<file path="src/rtl/clk_pkg.sv">
`default_nettype none
// ============================================================================
// Module      : clk_pkg
// Description : Shared types, defaults and config legality check for the
//               programmable clock/tick divider.
// Revision    : 1.0 - initial release
// ============================================================================
package clk_pkg;

  // Default counter / field width
  localparam int unsigned CLK_WIDTH = 32;

  // Controller state encoding
  typedef enum logic [0:0] {
    ST_IDLE = 1'b0,
    ST_RUN  = 1'b1
  } state_e;

  // A period needs at least two cycles and the high time cannot exceed it.
  // Arguments are widened so the check works for any field width.
  function automatic logic cfg_legal(input logic [63:0] div, input logic [63:0] high);
    return (div >= 64'd2) && (high <= div);
  endfunction

endpackage
`default_nettype wire

</file>
<file path="src/rtl/clk_div_core.sv">
`default_nettype none
// ============================================================================
// Module      : clk_div_core
// Description : Period counter with active period/high-time registers.
//               Outputs are flops loaded from next-state values, so clk_out
//               and tick in a cycle reflect that same cycle's counter.
// Revision    : 1.0 - initial release
// ============================================================================
module clk_div_core
  import clk_pkg::*;
#(
  parameter int unsigned      WIDTH        = CLK_WIDTH,
  parameter logic [WIDTH-1:0] DEFAULT_DIV  = WIDTH'(12000000),
  parameter logic [WIDTH-1:0] DEFAULT_HIGH = DEFAULT_DIV >> 1
) (
  input  logic             clk_in,
  input  logic             rst_n,
  input  logic             active_i,   // currently in RUN
  input  logic             run_i,      // RUN in the next cycle
  input  logic             load_i,     // take div_i/high_i as the next active values
  input  logic [WIDTH-1:0] div_i,
  input  logic [WIDTH-1:0] high_i,
  output logic             clk_out_o,
  output logic             tick_o,
  output logic             wrap_o
);

  logic [WIDTH-1:0] counter_q, counter_d;
  logic [WIDTH-1:0] div_q, div_d;
  logic [WIDTH-1:0] high_q, high_d;
  logic             clk_q, clk_d;
  logic             tick_q, tick_d;

  assign wrap_o    = active_i && (counter_q == (div_q - WIDTH'(1)));
  assign clk_out_o = clk_q;
  assign tick_o    = tick_q;

  // Next-state: count while running, park at zero otherwise; outputs are
  // pre-computed from the next counter and next active settings.
  always_comb begin
    div_d     = load_i ? div_i  : div_q;
    high_d    = load_i ? high_i : high_q;
    counter_d = (active_i && run_i && !wrap_o) ? (counter_q + WIDTH'(1)) : '0;
    clk_d     = run_i && (counter_d < high_d);
    tick_d    = run_i && (counter_d == (div_d - WIDTH'(1)));
  end

  // State and output flops
  always_ff @(posedge clk_in or negedge rst_n) begin
    if (!rst_n) begin
      counter_q <= '0;
      div_q     <= DEFAULT_DIV;
      high_q    <= DEFAULT_HIGH;
      clk_q     <= 1'b0;
      tick_q    <= 1'b0;
    end else begin
      counter_q <= counter_d;
      div_q     <= div_d;
      high_q    <= high_d;
      clk_q     <= clk_d;
      tick_q    <= tick_d;
    end
  end

endmodule
`default_nettype wire

</file>
<file path="src/rtl/clk_div_ctrl.sv">
`default_nettype none
// ============================================================================
// Module      : clk_div_ctrl
// Description : Runtime-programmable clock/tick generator. New period and
//               high time arrive over a valid/ready port, are checked, held
//               in a shadow and applied only at a period boundary (or while
//               idle) so clk_out never glitches.
// Revision    : 1.0 - initial release
// ============================================================================
module clk_div_ctrl
  import clk_pkg::*;
#(
  parameter int unsigned      WIDTH        = CLK_WIDTH,
  parameter logic [WIDTH-1:0] DEFAULT_DIV  = WIDTH'(12000000),
  parameter logic [WIDTH-1:0] DEFAULT_HIGH = DEFAULT_DIV >> 1
) (
  input  logic             clk_in,
  input  logic             rst_n,
  input  logic             en,
  input  logic             cfg_valid,
  output logic             cfg_ready,
  input  logic [WIDTH-1:0] cfg_div,
  input  logic [WIDTH-1:0] cfg_high,
  output logic             cfg_err,
  output logic             pending,
  output logic             clk_out,
  output logic             tick
);

  state_e           state_q;
  logic             pending_q;
  logic             err_q;
  logic [WIDTH-1:0] div_sh_q;
  logic [WIDTH-1:0] high_sh_q;

  logic w_cfg_fire;
  logic w_cfg_legal;
  logic w_wrap;
  logic w_apply;

  assign w_cfg_fire  = cfg_valid && cfg_ready;
  assign w_cfg_legal = cfg_legal(64'(cfg_div), 64'(cfg_high));
  // Shadow goes live at a wrap while running, or immediately when idle.
  // pending_q is still low in the acceptance cycle, so a config accepted on
  // a wrap waits for the following wrap.
  assign w_apply     = pending_q && ((state_q == ST_IDLE) || w_wrap);

  assign cfg_ready = !pending_q;
  assign cfg_err   = err_q;
  assign pending   = pending_q;

  // FSM, handshake and shadow registers
  always_ff @(posedge clk_in or negedge rst_n) begin
    if (!rst_n) begin
      state_q   <= ST_IDLE;
      pending_q <= 1'b0;
      err_q     <= 1'b0;
      div_sh_q  <= '0;
      high_sh_q <= '0;
    end else begin
      state_q <= en ? ST_RUN : ST_IDLE;
      err_q   <= w_cfg_fire && !w_cfg_legal;
      if (w_cfg_fire && w_cfg_legal) begin
        pending_q <= 1'b1;
        div_sh_q  <= cfg_div;
        high_sh_q <= cfg_high;
      end else if (w_apply) begin
        pending_q <= 1'b0;
      end
    end
  end

  clk_div_core #(
    .WIDTH        (WIDTH),
    .DEFAULT_DIV  (DEFAULT_DIV),
    .DEFAULT_HIGH (DEFAULT_HIGH)
  ) u_core (
    .clk_in    (clk_in),
    .rst_n     (rst_n),
    .active_i  (state_q == ST_RUN),
    .run_i     (en),
    .load_i    (w_apply),
    .div_i     (div_sh_q),
    .high_i    (high_sh_q),
    .clk_out_o (clk_out),
    .tick_o    (tick),
    .wrap_o    (w_wrap)
  );

endmodule
`default_nettype wire

</file>
<file path="config.mk">
export PLATFORM = sky130hd
export DESIGN_NAME = clk_div_ctrl
export DESIGN_NICKNAME = d
export VERILOG_FILES = /design/src/rtl/clk_pkg.sv /design/src/rtl/clk_div_core.sv /design/src/rtl/clk_div_ctrl.sv
export SDC_FILE = /design/constraint.sdc
export NUM_CORES = 1
export LEC_CHECK = 0
export BUFFER_PORTS_ARGS = -buffer_cell sky130_fd_sc_hd__buf_2
export CORE_ASPECT_RATIO = 0.6
export CORE_MARGIN = 5
export CORE_UTILIZATION = 50
export DETAILED_ROUTE_END_ITERATION = 16
export GPL_TIMING_DRIVEN = 0
export PLACE_DENSITY = 0.71
export SYNTH_ARGS = -nofsm -noshare
export SYNTH_HDL_FRONTEND = slang
export SYNTH_SLANG_ARGS = --single-unit
</file>
<file path="constraint.sdc">
create_clock -name clk_in -period 6.15 [get_ports clk_in]
set_input_delay 0.615 -clock clk_in [delete_from_list [all_inputs] [get_ports clk_in]]
set_output_delay 0.615 -clock clk_in [all_outputs]
set_load 0.02 [all_outputs]
</file>
# After elaboration in Yosys (flattened, before gate mapping)
# Cells that the tools add are included.
[totals]
reg_bits = 165
wordCells = 40
[op_classes]
n_addsub = 3
order_cmp = 3
n_eq_ne = 2
mux = 6
bitwise_logic = 1
n_reduce_logical = 15
[op_table]
columns = ["op", "n"]
rows = [
  ["$mux W32", 3],
  ["$eq A32 B32 Y1", 2],
  ["$sub A32 B1 Y32 const B", 2],
  ["$add A32 B1 Y32 const B", 1],
  ["$ge A32 B2 Y1 const B", 1],
  ["$le A32 B32 Y1", 1],
  ["$lt A32 B32 Y1", 1],
  ["$logic_and A1 B1 Y1", 10],
  ["$logic_not A1 Y1", 3],
  ["$mux W1", 3],
  ["$reduce_bool A2 Y1", 1],
  ["$logic_or A1 B1 Y1", 1],
  ["$not A1 Y1", 1],
]

# Depth between registers and ports, before layout
# Gate-level depths: netlist (run 1).
[depth]
word_depth = 9
mapped_depth = 29

# Cells and area by module
# Synthesis (run 1) repeated with hierarchy kept, for this count alone.
[hier_totals]
cells_unflattened = 1110
hier_area_um2 = 10943.0
[by_module_without_submodules]
columns = ["mod", "n_inst", "cells_each", "area_each_um2", "seq_area_each_um2"]
rows = [
  ["clk_div_core", 1, 840, 7554.7, 2477.4],
  ["clk_div_ctrl", 1, 270, 3388.2, 1676.6],
]

# Worst setup path after synthesis (run 1)
# OpenSTA, ideal clock, no wires.
[synth_path]
path_type = "reg-to-reg"
start = "register u_core.div_q[7]"
end = "register u_core.tick_q (netlist: u_core.tick_o)"
arrival_time_ps = 6094
required_ps = 6054
path_slack_ps = -39
stages_incl_launch_ff = 25
n_path_buf = 4
synth_period_minus_slack_ps = 6189
path_cell_list = "dfrtp_1 > buf_6 > or4_4 > or3_1 > a2111oi_2 > o211ai_1 > or4_4 > o41ai_4 > nand2_2 > buf_1 > buf_1 > a21boi_0 > ha_1 > clkbuf_1 > nor3b_1 > nand3b_1 > or4_1 > nor4_1 > nand2_1 > mux2i_1 > o211ai_1 > o21ai_1 > a21oi_1 > or4_1 > nor4_2"
[synth_between]
elab_chain_len = 9
[synth_rtl]
columns = ["item", "line_no", "rtl"]
rows = [
  ["start: declaration", "clk_div_core.sv:29", "logic [WIDTH-1:0] div_q, div_d;"],
  ["start signal: assignment", "clk_div_core.sv:58", "div_q <= div_d;"],
  ["$sub A32 B1 Y32", "clk_div_core.sv:34", "assign wrap_o = active_i && (counter_q == (div_q - WIDTH'(1)));"],
  ["$eq A32 B32 Y1", "clk_div_core.sv:34", ""],
  ["$logic_and A1 B1 Y1", "clk_div_core.sv:34", ""],
  ["$logic_or A1 B1 Y1", "clk_div_ctrl.sv:46", "assign w_apply = pending_q && ((state_q == ST_IDLE) || w_wrap);"],
  ["$logic_and A1 B1 Y1", "clk_div_ctrl.sv:46", ""],
  ["$mux W32", "clk_div_core.sv:41", "div_d = load_i ? div_i : div_q;"],
  ["$sub A32 B1 Y32", "clk_div_core.sv:45", "tick_d = run_i && (counter_d == (div_d - WIDTH'(1)));"],
  ["$eq A32 B32 Y1 *", "clk_div_core.sv:45", ""],
  ["$logic_and A1 B1 Y1 *", "clk_div_core.sv:45", ""],
  ["named net u_core.tick_d", "clk_div_core.sv:32", "logic tick_q, tick_d;"],
  ["end signal: assignment", "clk_div_core.sv:61", "tick_q <= tick_d;"],
  ["end: declaration", "clk_div_core.sv:32", ""],
]
# Mark *: on every way through the listed nets, which the timed path passes. The rest lies on a longest branch.
# A chain may end at the register's enable or synchronous reset.

# Worst setup path in the final report (run 1)
# Ends and elaborated chain as after synthesis.

==> summary.txt, run 1 <==
Clock tree
  – TritonCTS Buffers: 17
  – Worst-path clk slew: around 0.07 ns
  – Clk root buf: clkbuf_16
  – Clock tree buffer depth: 2
  – H-tree depth: 4
  – Clk Latency, worst-skew pair: between 0.4 and 0.5 ns
  – Hold_buf cts: 0
  – CTS tree: built
  – Clock sink count: 165

Min path
  – Worst hold path type: in2async

Worst setup path
  – Critical path's slowest cell: or4_4
  – Startpoint Class: flip-flop
  – Crit path max-delay family: simple AND/OR/NAND/NOR gates
  – R2R Path Start: u_core.div_q[7]
  – Crit. End Element: flip-flop
  – Critical path's most frequent cell: or4_4
  – CP peak stage delay: roughly 0.52 ns
  – Worst Path Required: between 6 and 7 ns
  – Worst path buffer plus inverter count: 4
  – Worst setup path class: reg2reg
  – Critical Path Fanout Max: 4
  – Worst Path Arrival: 6.67 ns
  – Worst setup path start: u_core.div_q[7]

Floorplanning
  – Io pins: 73
  – Initial Utilization: between 50% and 60%
  – Die W: around 200 um
  – Die Y: about 120 um
  – Placement Rows: 41
  – Die area: 24600 sq um
  – Core Region: between 20000 and 25000 sq um

Synth
  – Mapped Area: 10700 sq um
  – Post-synth ARST share: 100%
  – Largest family of logic cells by synthesized area: simple AND/OR/NAND/NOR gates
  – Library cells used by synthesis: 71
  – Synth warn: 0
  – Syn Area/Cell: roughly 9.9 sq um
  – Post-synthesis mux area share: between 10% and 20%
  – Top_reg_cell synth: dfrtp_1
  – Sequential area share after synthesis: around two fifths
  – Post-Synth Simple-Gate Area: 18.2%
  – Post-synthesis register bit count: between 150 and 200
  – Xor-xnor portion of the synthesized cell area: approximately a tenth
  – Adder-cell share of the synthesized area: 7.70%
  – Syn Inst Count: between 1000 and 1500
  – Synth Area in Compound Gates: between 7 and 8%
  – Post-synth EDFFs: 0
  – Syn nets: roughly 1200

Cells and area
  – Number of fill cells in the layout: between 1500 and 2000
  – Most frequent cells in the layout: dfrtp_1 (144), inv_1 (81), mux2_2 (78), nor2_1 (73), buf_2 (73)
  – Antenna Cells: 0
  – Final nets: 1328
  – Layout cells sized above 1: about a quarter
  – Area Overhead vs Synth: 17.1%
  – Commonest non-fill, non-tap cell in the layout: dfrtp_1

Timing
  – Worst hold slack: roughly 0.064 ns
  – Final hold violations: 0
  – Fin crit period: around 6.3 ns
  – Fmax: between 150 and 200 MHz
  – Final WS setup: -0.194 ns
  – Max_slew headroom: 44.3%
  – Final Max Tran Viols: 0
  – Setup violations, final: 1
  – Post-route clock period utilization: 103%
  – RSZ-0062 raised after global routing: true
  – Final clock skew: about 0.012 ns
  – Slew @ Worst Pin: 0.836 ns

Place
  – Gpl congestion: approximately 0.94
  – Dpl hpwl: between 20000 and 30000 um
  – IO Port Bufs: 72
  – Setup Slack @ Placement: -1.98 ns

GRT
  – Initial antenna violation count: 0
  – Grt total ovfl: 0
  – Global Route Usage Sum: 27.8%
  – First-pass GRT wire length: between 50000 and 60000 um
  – Largest net degree at the start of global routing: ~120
  – Vias in the first global route: about 8600

Drt
  – DR vias/cell: 5.97
  – Final WL: roughly 33000 um
  – Routed len/inst: approximately 22 um
  – Drt pass-1 iters: 5
  – Residual DRC count: 0
  – Starting DRT DRC Count: approximately 870
  – DRT antenna net count: 0
  – Vias: 8865

Status
  – Run status: complete, but fails checks
  – Failing checks: negative setup slack

Power
  – Pwr Density: between 300 and 400 nW/um^2
  – Pleak: approximately 5.8 nW
  – Peak supply drop: ~0.21 mV
  – Power Total: 4.86 mW

Job
  – Maximum Capacitance Violations: 0
==> logic make-up (layout without fill, tap and decap cells) <==
| logic type | Yosys count | after routing |
|---|---|---|
| fa+ha+maj | 66 | 66 |
| simple gates | 364 | 364 |
| xor+xnor | 113 | 113 |
| buf+inv | 125 | 249 |
| compound gates | 115 | 115 |
| mux | 135 | 135 |
| flops | 165 | 165 |
==> layer usage <==
layer  GRT usage (%)  routed length [um]  part of all wire (%)
met5               0                   0                     0
met4            6.19                 408                   1.2
met2            35.3               12200                    37
met3            10.2                4340                    13
met1            44.0               16000                    49
==> through the flow <==
step / setup TNS [ns] / util (%) / cells / area, sq um
final: -0.194 / 59.7 / 1486 / 12600
after global routing: -0.424 / 59.7 / 1486 / 12600
after CTS: -0.228 / 59.0 / 1476 / 12400
after detailed placement: -2.76 / 54.5 / 1435 / 11500
after global placement: -2.45 / 54.4 / 1434 / 11400
after floorplan: 0 / - / 1083 / 10700
==> power by group <==
part / switching [mW] / total [mW] / internal [mW]
sequential: 0.471 / 1.95 / 1.47
combinational: 0.967 / 1.81 / 0.848
clock: 0.490 / 1.10 / 0.611
total: 1.93 / 4.86 / 2.93
==> path summary, 6_finish.rpt <==
kind                                  endpoint  slack (ns)  depth (start not counted)
min in group clk_in                    state_q        0.37                          1
setup / recovery                 u_core.tick_o       -0.19                         25
max in group asynchronous        high_sh_q[17]        5.16                          2
hold reg to reg              u_core.high_q[12]        0.51                          2
setup reg to reg                 u_core.tick_o       -0.19                         25
hold / removal             u_core.counter_q[9]        0.06                          1
==> layout make-up <==
class	count	area [sq um]	share of cell area [%]
timing repair buffer	103	631	5.02
clock inverter	14	168	1.34
sequential	165	4160	33.1
multi-input combinational	793	6310	50.3
buffer	33	206	1.64
tap	279	349	2.78
inverter	81	304	2.42
clock buffer	18	429	3.42
==> state kept, by name, summed over array words and instances (netlist names) <==
| register | flops |
|---|---|
| div_sh_q | 32 |
| u_core.div_q | 32 |
| pending | 1 |
| cfg_err | 1 |
| u_core.tick_o | 1 |
| u_core.high_q | 32 |
| u_core.counter_q | 32 |
| high_sh_q | 32 |
| u_core.clk_out_o | 1 |
| state_q | 1 |
==> Yosys cell counts (12+ instances only) <==
library cell | instances | area [sq um]
nand4_1 | 37 | 231
a21oi_1 | 26 | 130
nor2b_1 | 20 | 125
nor4_1 | 27 | 169
dfrtp_1 | 145 | 3630
ha_1 | 66 | 826
nor3_1 | 23 | 115
and3_1 | 12 | 75.1
xor2_1 | 45 | 394
mux2_2 | 78 | 878
mux2i_1 | 56 | 561
dfstp_2 | 20 | 526
inv_1 | 81 | 304
or3_1 | 15 | 93.8
nor2_1 | 74 | 278
o21ai_0 | 24 | 120
clkbuf_1 | 29 | 109
nand2_1 | 66 | 248
nand3_1 | 30 | 150
xnor2_1 | 65 | 569
a21o_1 | 14 | 105
==> what timing repair did <==
action / CTS / global route
pin swaps: 17 / 19
cloned: 0 / 0
buffers inserted: 14 / 16
endpoints found under the setup margin: 2 / 2
resized for setup: 48 / 15
endpoints found under the hold margin: 0 / 0
(Power assumes the default switching activity.)
==> run 2: changes to the inputs <==
--- a/config.mk
+++ b/config.mk
@@ -5,13 +5,14 @@
 export SDC_FILE = /design/constraint.sdc
 export NUM_CORES = 1
 export LEC_CHECK = 0
+export ABC_AREA = 1
 export BUFFER_PORTS_ARGS = -buffer_cell sky130_fd_sc_hd__buf_2
-export CORE_ASPECT_RATIO = 0.6
 export CORE_MARGIN = 5
 export CORE_UTILIZATION = 50
+export CTS_BUF_LIST = sky130_fd_sc_hd__clkbuf_4
 export DETAILED_ROUTE_END_ITERATION = 16
 export GPL_TIMING_DRIVEN = 0
-export PLACE_DENSITY = 0.71
+export PLACE_DENSITY = 0.7
 export SYNTH_ARGS = -nofsm -noshare
 export SYNTH_HDL_FRONTEND = slang
 export SYNTH_SLANG_ARGS = --single-unit
==> run 2 against run 1 <==
  * The run now ends clean
  * Clock power fell by 38%
  * Largest power group is now combinational cells
  * Non-clock buffer count shrank 33
  * Critical path depth is 2 higher
  * Cell area is 1.3% higher
  * Wire length is 0.78% higher
==> summary.txt, run 2 <==
Worst setup path
  – Startpoint Class: flip-flop
  – Worst Path Required: 6.63 ns (+0.15 ns)
  – Worst Path Arrival: 5.87 ns (-0.80 ns)
  – Critical Path Fanout Max: 10 (+6)
  – Crit. End Element: flip-flop
  – Worst setup path class: reg2reg

Cells and area
  – Final nets: 1836 (+38%)
  – Cell area after layout: 12700 sq um (+1.3%)
  – Area Overhead vs Synth: 9.41%
  – Fin util: 55.8% (-3.9 points)
  – Commonest non-fill, non-tap cell in the layout: nand2_1
  – Most frequent cells in the layout: nand2_1 (439), inv_1 (251), nor2_1 (157), dfrtp_1 (145), nand3_1 (97)
  – Layout cells sized above 1: 14.9% (-9.5 points)

Floorplanning
  – Die area: 26400 sq um (+7.4%)
  – Placement Rows: 55 (+34%)
  – Core Region: 22800 sq um (+8.3%)
  – Die W: 162 um (-18%)
  – Initial Utilization: 51.0% (about the same)
  – Die Y: 162 um (+32%)
  – Io pins: 73 (unchanged)

Synth
  – Top_reg_cell synth: dfrtp_1
  – Post-Synth Simple-Gate Area: 33.1% (+15 points)
  – Most frequent cell after synthesis: nand2_1
  – Post-synth EDFFs: 0 (unchanged)
  – Yosys top cell area share: 31.2% (-2.6 points)
  – Largest family of logic cells by synthesized area: simple AND/OR/NAND/NOR gates
  – Syn nets: 1743 (+43%)
  – Library cells used by synthesis: 46 (-35%)
  – Synth warn: 0 (unchanged)
  – Xor-xnor portion of the synthesized cell area: 4.83% (-4.8 points)
  – Post-synth ARST share: 100% (unchanged)
  – Adder-cell share of the synthesized area: 7.11% (-0.59 points)
  – Synth Area in Compound Gates: 6.49% (-0.78 points)
  – Syn Inst Count: 1609 (+49%)
  – Mapped Area: 11600 sq um (+8.4%)
  – Post-synth top area cell: dfrtp_1
  – Top post-synthesis cells by area: dfrtp_1 (31%), nand2_1 (14%), inv_1 (8.1%)
  – Post-synthesis mux area share: 3.00% (-11 points)
  – Sequential area share after synthesis: 35.7% (-3.0 points)
  – Top cells by count, synth: nand2_1 (439), inv_1 (251), nor2_1 (157), dfrtp_1 (145), nand3_1 (97)
  – Syn Area/Cell: 7.22 sq um (-27%)
  – Post-synthesis register bit count: 165 (unchanged)

Power
  – Pleak: 6.57 nW (+14%)
  – Pwr Density: 391 nW/um^2 (+0.86%)
  – Peak supply drop: 0.244 mV (+18%)
  – Power Total: 4.97 mW (+2.1%)

Drt
  – Final WL: 33300 um (+0.78%)
  – DR vias/cell: 5.16 (-13%)
  – Starting DRT DRC Count: 529 (-39%)
  – Residual DRC count: 0 (unchanged)
  – Vias: 10467 (+18%)
  – DRT antenna net count: 0 (unchanged)
  – Routed len/inst: 16.4 um (-26%)
  – Drt pass-1 iters: 5 (unchanged)

Timing
  – Final hold violations: 0 (unchanged)
  – Final WS setup: 0.755 ns (+0.949 ns)
  – Final Max Tran Viols: 0 (unchanged)
  – Fmax: 185 MHz (+18%)
  – Post-route clock period utilization: 87.7% (-15 points)
  – RSZ-0062 raised after global routing: false
  – Slew @ Worst Pin: 0.828 ns (-0.00810 ns)
  – Setup violations, final: 0 (-1)
  – Max_slew headroom: 44.4% (+0.12 points)
  – Final clock skew: 0.0222 ns (+0.0106 ns)
  – Fin crit period: 5.40 ns (-0.949 ns)
  – Setup TNS: 0 ns (+0.194 ns)

Clock tree
  – Clk root buf: clkbuf_4
  – TritonCTS Buffers: 17 (unchanged)
  – Worst-path clk slew: 0.15 ns (+0.08 ns)
  – Clock sink count: 165 (unchanged)
  – CTS tree: built
  – Post-CTS resize count: 0 (-100%)
  – Clk Latency, worst-skew pair: 0.58 ns (+0.13 ns)
  – H-tree depth: 4 (unchanged)
  – Clock tree buffer depth: 2 (unchanged)

GRT
  – Global Route Usage Sum: 25.8% (-2.0 points)
  – Grt total ovfl: 0 (unchanged)
  – Vias in the first global route: 10330 (+20%)
  – First-pass GRT wire length: 53600 um (+5.1%)
  – Largest net degree at the start of global routing: 112 (-4.3%)
  – Initial antenna violation count: 1 (+1)

Min path
  – Worst hold path type: in2reg

Job
  – Maximum Capacitance Violations: 0 (unchanged)

Place
  – Dpl hpwl: 27500 um (+7.3%)
  – Gpl congestion: 0.952 (+1.1%)
  – Post-Place Cell Area: 12400 sq um (+8.2%)
  – IO Port Bufs: 72 (unchanged)
  – Setup Slack @ Placement: 0.916 ns (+2.90 ns)

Status
  – Run status: completed
-- run 2: cell families after synthesis --
group,count (synthesis)
and+or+nand+nor,859
buffers and inverters,288
DFF,165
AOI/OAI and AO/OA,139
adders and majority gates,66
xor gates and xnor gates,61
muxes,31
-- run 2: what timing repair did --
item / in CTS / in global routing
setup buffers: 0 / 0
hold buffers: 1 / 0
hold endpoints to repair: 47 / 0
setup endpoints to repair: 0 / 0
-- run 2: per-stage QoR --
step | hold slack, ns | instances
3_3_place_gp | 0.463 | 1994
5_1_grt | 0.191 | 2028
4_1_cts | 0.208 | 2027
2_1_floorplan | 0.319 | 1609
3_5_place_dp | 0.471 | 1995
6_report | 0.219 | 2028
-- run 2: path summary, 6_finish.rpt --
check / slack (ns) / end / start / depth (start not counted)
setup / recovery: 0.75 / u_core.clk_out_o / u_core.div_q[0] / 27
hold / removal: 0.22 / state_q / en / 1
setup reg to reg: 0.75 / u_core.clk_out_o / u_core.div_q[0] / 27
hold reg to reg: 0.51 / high_sh_q[0] / high_sh_q[0] / 2
max in group asynchronous: 4.72 / u_core.high_q[8] / rst_n / 3
min in group asynchronous: 0.51 / u_core.counter_q[24] / rst_n / 2
-- run 2: where the power goes --
| group | internal (mW) | total, mW | leakage (nW) | switching (mW) |
|---|---|---|---|---|
| clock | 0.251 | 0.678 | 0.149 | 0.427 |
| sequential | 1.56 | 1.90 | 2.00 | 0.339 |
| combinational | 0.866 | 2.39 | 4.42 | 1.53 |
-- run 2: cell type report --
type                            instances  area (sq um)
Sequential cell                       165          4150
Buffer                                 29           155
Clock buffer                           17           128
Timing Repair Buffer                   74           408
Fill cell                            2190         10100
Multi-Input combinational cell       1156          6340
Tap cell                              313           392
Antenna cell                            1          2.50
Inverter                              259           972
Clock inverter                         14           164
-- run 2: critical path, stage by stage, from the launching register on --
cell and delay, ns:
dfrtp_1 0.42, inv_1 0.18, ha_1 0.27, nand2_2 0.14, nor2_8 0.21, nand3_1 0.19, o21ai_1 0.18, nand2_1 0.07
nor2_1 0.10, nand2_1 0.06, nor2_1 0.22, nand2_2 0.18, nand2_4 0.16, nand2_4 0.12, buf_6 0.18, buf_6 0.15
inv_2 0.12, clkbuf_1 0.42, or2_2 0.19, o21ai_0 0.17, ha_1 0.37, a21oi_1 0.14, nor2_1 0.06, a211oi_1 0.21
o21ai_0 0.12, a221oi_1 0.25, o221ai_1 0.16, a21oi_1 0.24
-- run 2: routing by layer --
| metal | global-route usage [%] | vias up | routed length (um) |
|---|---|---|---|
| met2 | 43.0 | 295 | 15500 |
| met4 | 8.50 | 0 | 970 |
| met3 | 2.73 | 63 | 1580 |
| li1 | - | 5272 | - |
| met5 | 0 | - | 0 |
| met1 | 35.3 | 4837 | 15200 |
==> run 3: changes to the inputs <==
--- a/config.mk
+++ b/config.mk
@@ -7,12 +7,14 @@
 export LEC_CHECK = 0
 export ABC_AREA = 1
 export BUFFER_PORTS_ARGS = -buffer_cell sky130_fd_sc_hd__buf_2
+export CORE_ASPECT_RATIO = 2
 export CORE_MARGIN = 5
 export CORE_UTILIZATION = 50
 export CTS_BUF_LIST = sky130_fd_sc_hd__clkbuf_4
 export DETAILED_ROUTE_END_ITERATION = 16
 export GPL_TIMING_DRIVEN = 0
 export PLACE_DENSITY = 0.7
+export REMOVE_ABC_BUFFERS = 1
 export SYNTH_ARGS = -nofsm -noshare
 export SYNTH_HDL_FRONTEND = slang
 export SYNTH_SLANG_ARGS = --single-unit
==> run 3 against run 2 <==
  * Worst setup slack got worse by 0.015 ns
  * Combinational power decreased by 3%
  * Register-to-register slack got worse by 0.02 ns
  * Count of clock-buffer cells in the layout rose by 3
  * Critical endpoint unchanged
  * Largest power group unchanged
  * Highest routed layer unchanged
==> summary.txt, run 3 (synthesis results as in run 2) <==
Status
  – Run status: completed

Worst setup path
  – CP peak stage delay: 0.49 ns (+0.07 ns)
  – Worst Path Arrival: 5.93 ns (+0.06 ns)
  – Crit. End Element: flip-flop
  – Critical-path cell list: inv_1, ha_1, nand3_1, inv_1, nand2_1, o21ai_0, nand3_1, nor2_1, nand2_1, nor2_1, nand2_2, nand2_4, nand2_4, clkinv_2, or2_2, o21ai_0, ha_1, a21oi_1, nor2_1, a211oi_1, o21ai_0, a221oi_1, o221ai_1, a21oi_1
  – Critical Path Fanout Max: 36 (+26)
  – Startpoint Class: flip-flop
  – Worst Path Required: 6.67 ns (+0.04 ns)
  – Critical path's slowest cell: clkinv_2
  – Worst setup path class: reg2reg

Place
  – Dpl hpwl: 26200 um (-4.9%)
  – Gpl congestion: 0.979 (+2.8%)
  – Post-Place Cell Area: 12300 sq um (-1.1%)
  – IO Port Bufs: 72 (unchanged)

Clock tree
  – Clk root buf: clkbuf_4
  – Worst-path clk slew: 0.13 ns (-0.02 ns)
  – Clock tree buffer depth: 2 (unchanged)
  – H-tree depth: 4 (unchanged)
  – TritonCTS Buffers: 17 (unchanged)
  – Clock sink count: 165 (unchanged)
  – Clk Latency, worst-skew pair: 0.60 ns (+0.02 ns)
  – CTS tree: built

Drt
  – Residual DRC count: 0 (unchanged)
  – Vias: 10347 (-1.1%)
  – Routed len/inst: 16.3 um (-0.55%)
  – Final WL: 32200 um (-3.2%)
  – DRT antenna net count: 0 (unchanged)
  – Starting DRT DRC Count: 538 (+1.7%)
  – DR vias/cell: 5.24 (+1.6%)
  – Drt pass-1 iters: 7 (+2)

Timing
  – Fmax: 185 MHz (-0.28%)
  – Final clock skew: 0.0210 ns (-0.00118 ns)
  – Setup violations, final: 0 (unchanged)
  – Post-route clock period utilization: 88.0% (+0.25 points)
  – Slew @ Worst Pin: 1.38 ns (+0.556 ns)
  – Max_slew headroom: 7.78% (-37 points)
  – Fin crit period: 5.41 ns (+0.0152 ns)
  – Final Max Tran Viols: 0 (unchanged)
  – RSZ-0062 raised after global routing: false
  – Final hold violations: 0 (unchanged)

Min path
  – Worst hold path type: in2reg

Power
  – Pwr Density: 387 nW/um^2 (-1.0%)
  – Peak supply drop: 0.276 mV (+13%)
  – Power Total: 4.86 mW (-2.1%)
  – Pleak: 6.53 nW (-0.63%)

GRT
  – First-pass GRT wire length: 51400 um (-4.1%)
  – Global Route Usage Sum: 24.5% (-1.3 points)
  – Vias in the first global route: 10407 (+0.75%)
  – Largest net degree at the start of global routing: 125 (+12%)
  – Initial antenna violation count: 1 (unchanged)
  – Grt total ovfl: 0 (unchanged)

Floorplanning
  – Initial Utilization: 50.2% (-0.78 points)
  – Core Region: 23100 sq um (+1.5%)
  – Placement Rows: 79 (+44%)
  – Die area: 26600 sq um (+0.70%)
  – Die W: 118 um (-27%)
  – Die Y: 226 um (+39%)
  – Io pins: 73 (unchanged)

Job
  – Maximum Capacitance Violations: 0 (unchanged)

Cells and area
  – Multi-input gate area: 6350 sq um (about the same)
  – Final nets: 1812 (-1.3%)
  – Commonest non-fill, non-tap cell in the layout: nand2_1
  – Area Overhead vs Synth: 8.27%
  – Cell area after layout: 12600 sq um (-1.0%)
  – Number of fill cells in the layout: 2348 (+7.2%)
  – Most frequent cells in the layout: nand2_1 (439), inv_1 (251), nor2_1 (157), dfrtp_1 (145), nand3_1 (97)
  – Register area: 4150 sq um (unchanged)
  – Layout cells sized above 1: 14.7% (-0.19 points)
==> run 3: worst max-delay path, delay by kind of cell, from the launching register on <==
kind,cells,cell delay [ns]
adders and majority gates,2,0.61
buffers and inverters,3,0.79
DFF,1,0.42
and+or+nand+nor,11,1.98
AOI/OAI and AO/OA,8,1.45
==> run 3: where the power goes <==
group / switching (mW) / total, mW / internal (mW)
combinational: 1.46 / 2.31 / 0.853
sequential: 0.335 / 1.89 / 1.56
clock: 0.370 / 0.658 / 0.288
==> run 3: final timing paths <==
check                                start              endpoint  slack, ns  cells after the start
max                        u_core.div_q[0]      u_core.clk_out_o       0.74                     24
min                              cfg_valid               cfg_err       0.23                      3
max reg2reg                u_core.div_q[0]      u_core.clk_out_o       0.74                     24
max in group asynchronous            rst_n           div_sh_q[1]       4.76                      3
min reg2reg                   div_sh_q[10]          div_sh_q[10]       0.49                      2
min in group asynchronous            rst_n  u_core.counter_q[29]       0.47                      2
==> run 3: layout make-up <==
cell class              instances  share of cell area [%]
clock buffers                  20                    1.19
flip-flops and latches        165                    33.0
multi-input cells            1157                    50.4
diodes                          1                  0.0199
inverters                     259                    7.74
clock inverters                10                    1.06
well taps                     283                    2.81
repair buffers                 78                    3.72
==> run 3: timing repair <==
item,4_1_cts,5_1_grt
hold endpoints to repair,41,0
hold buffers,1,0
gates resized for setup,0,1
buffers inserted,0,0
endpoints found under the setup margin,0,1
==> run 3: routing by layer <==
metal / GRT usage [%] / vias up / part of all wire (%)
li1: - / 5232 / -
met1: 25.4 / 4735 / 37
met2: 44.9 / 262 / 52
met3: 3.21 / 118 / 3.3
met4: 17.5 / 0 / 7.8
met5: 0 / - / 0
==> run 3: per-stage QoR <==
stage	util, %	setup TNS [ns]	instances	hold WS [ns]	setup slack (ns)
after floorplan	-	0	1580	0.319	1.27
after global placement	52.7	-33.19	1935	0.459	-0.671
after detailed placement	53.1	0	1940	0.467	0.431
after CTS	54.4	0	1971	0.166	0.375
after global routing	54.4	0	1973	0.198	0.336
final	54.4	0	1973	0.232	0.740
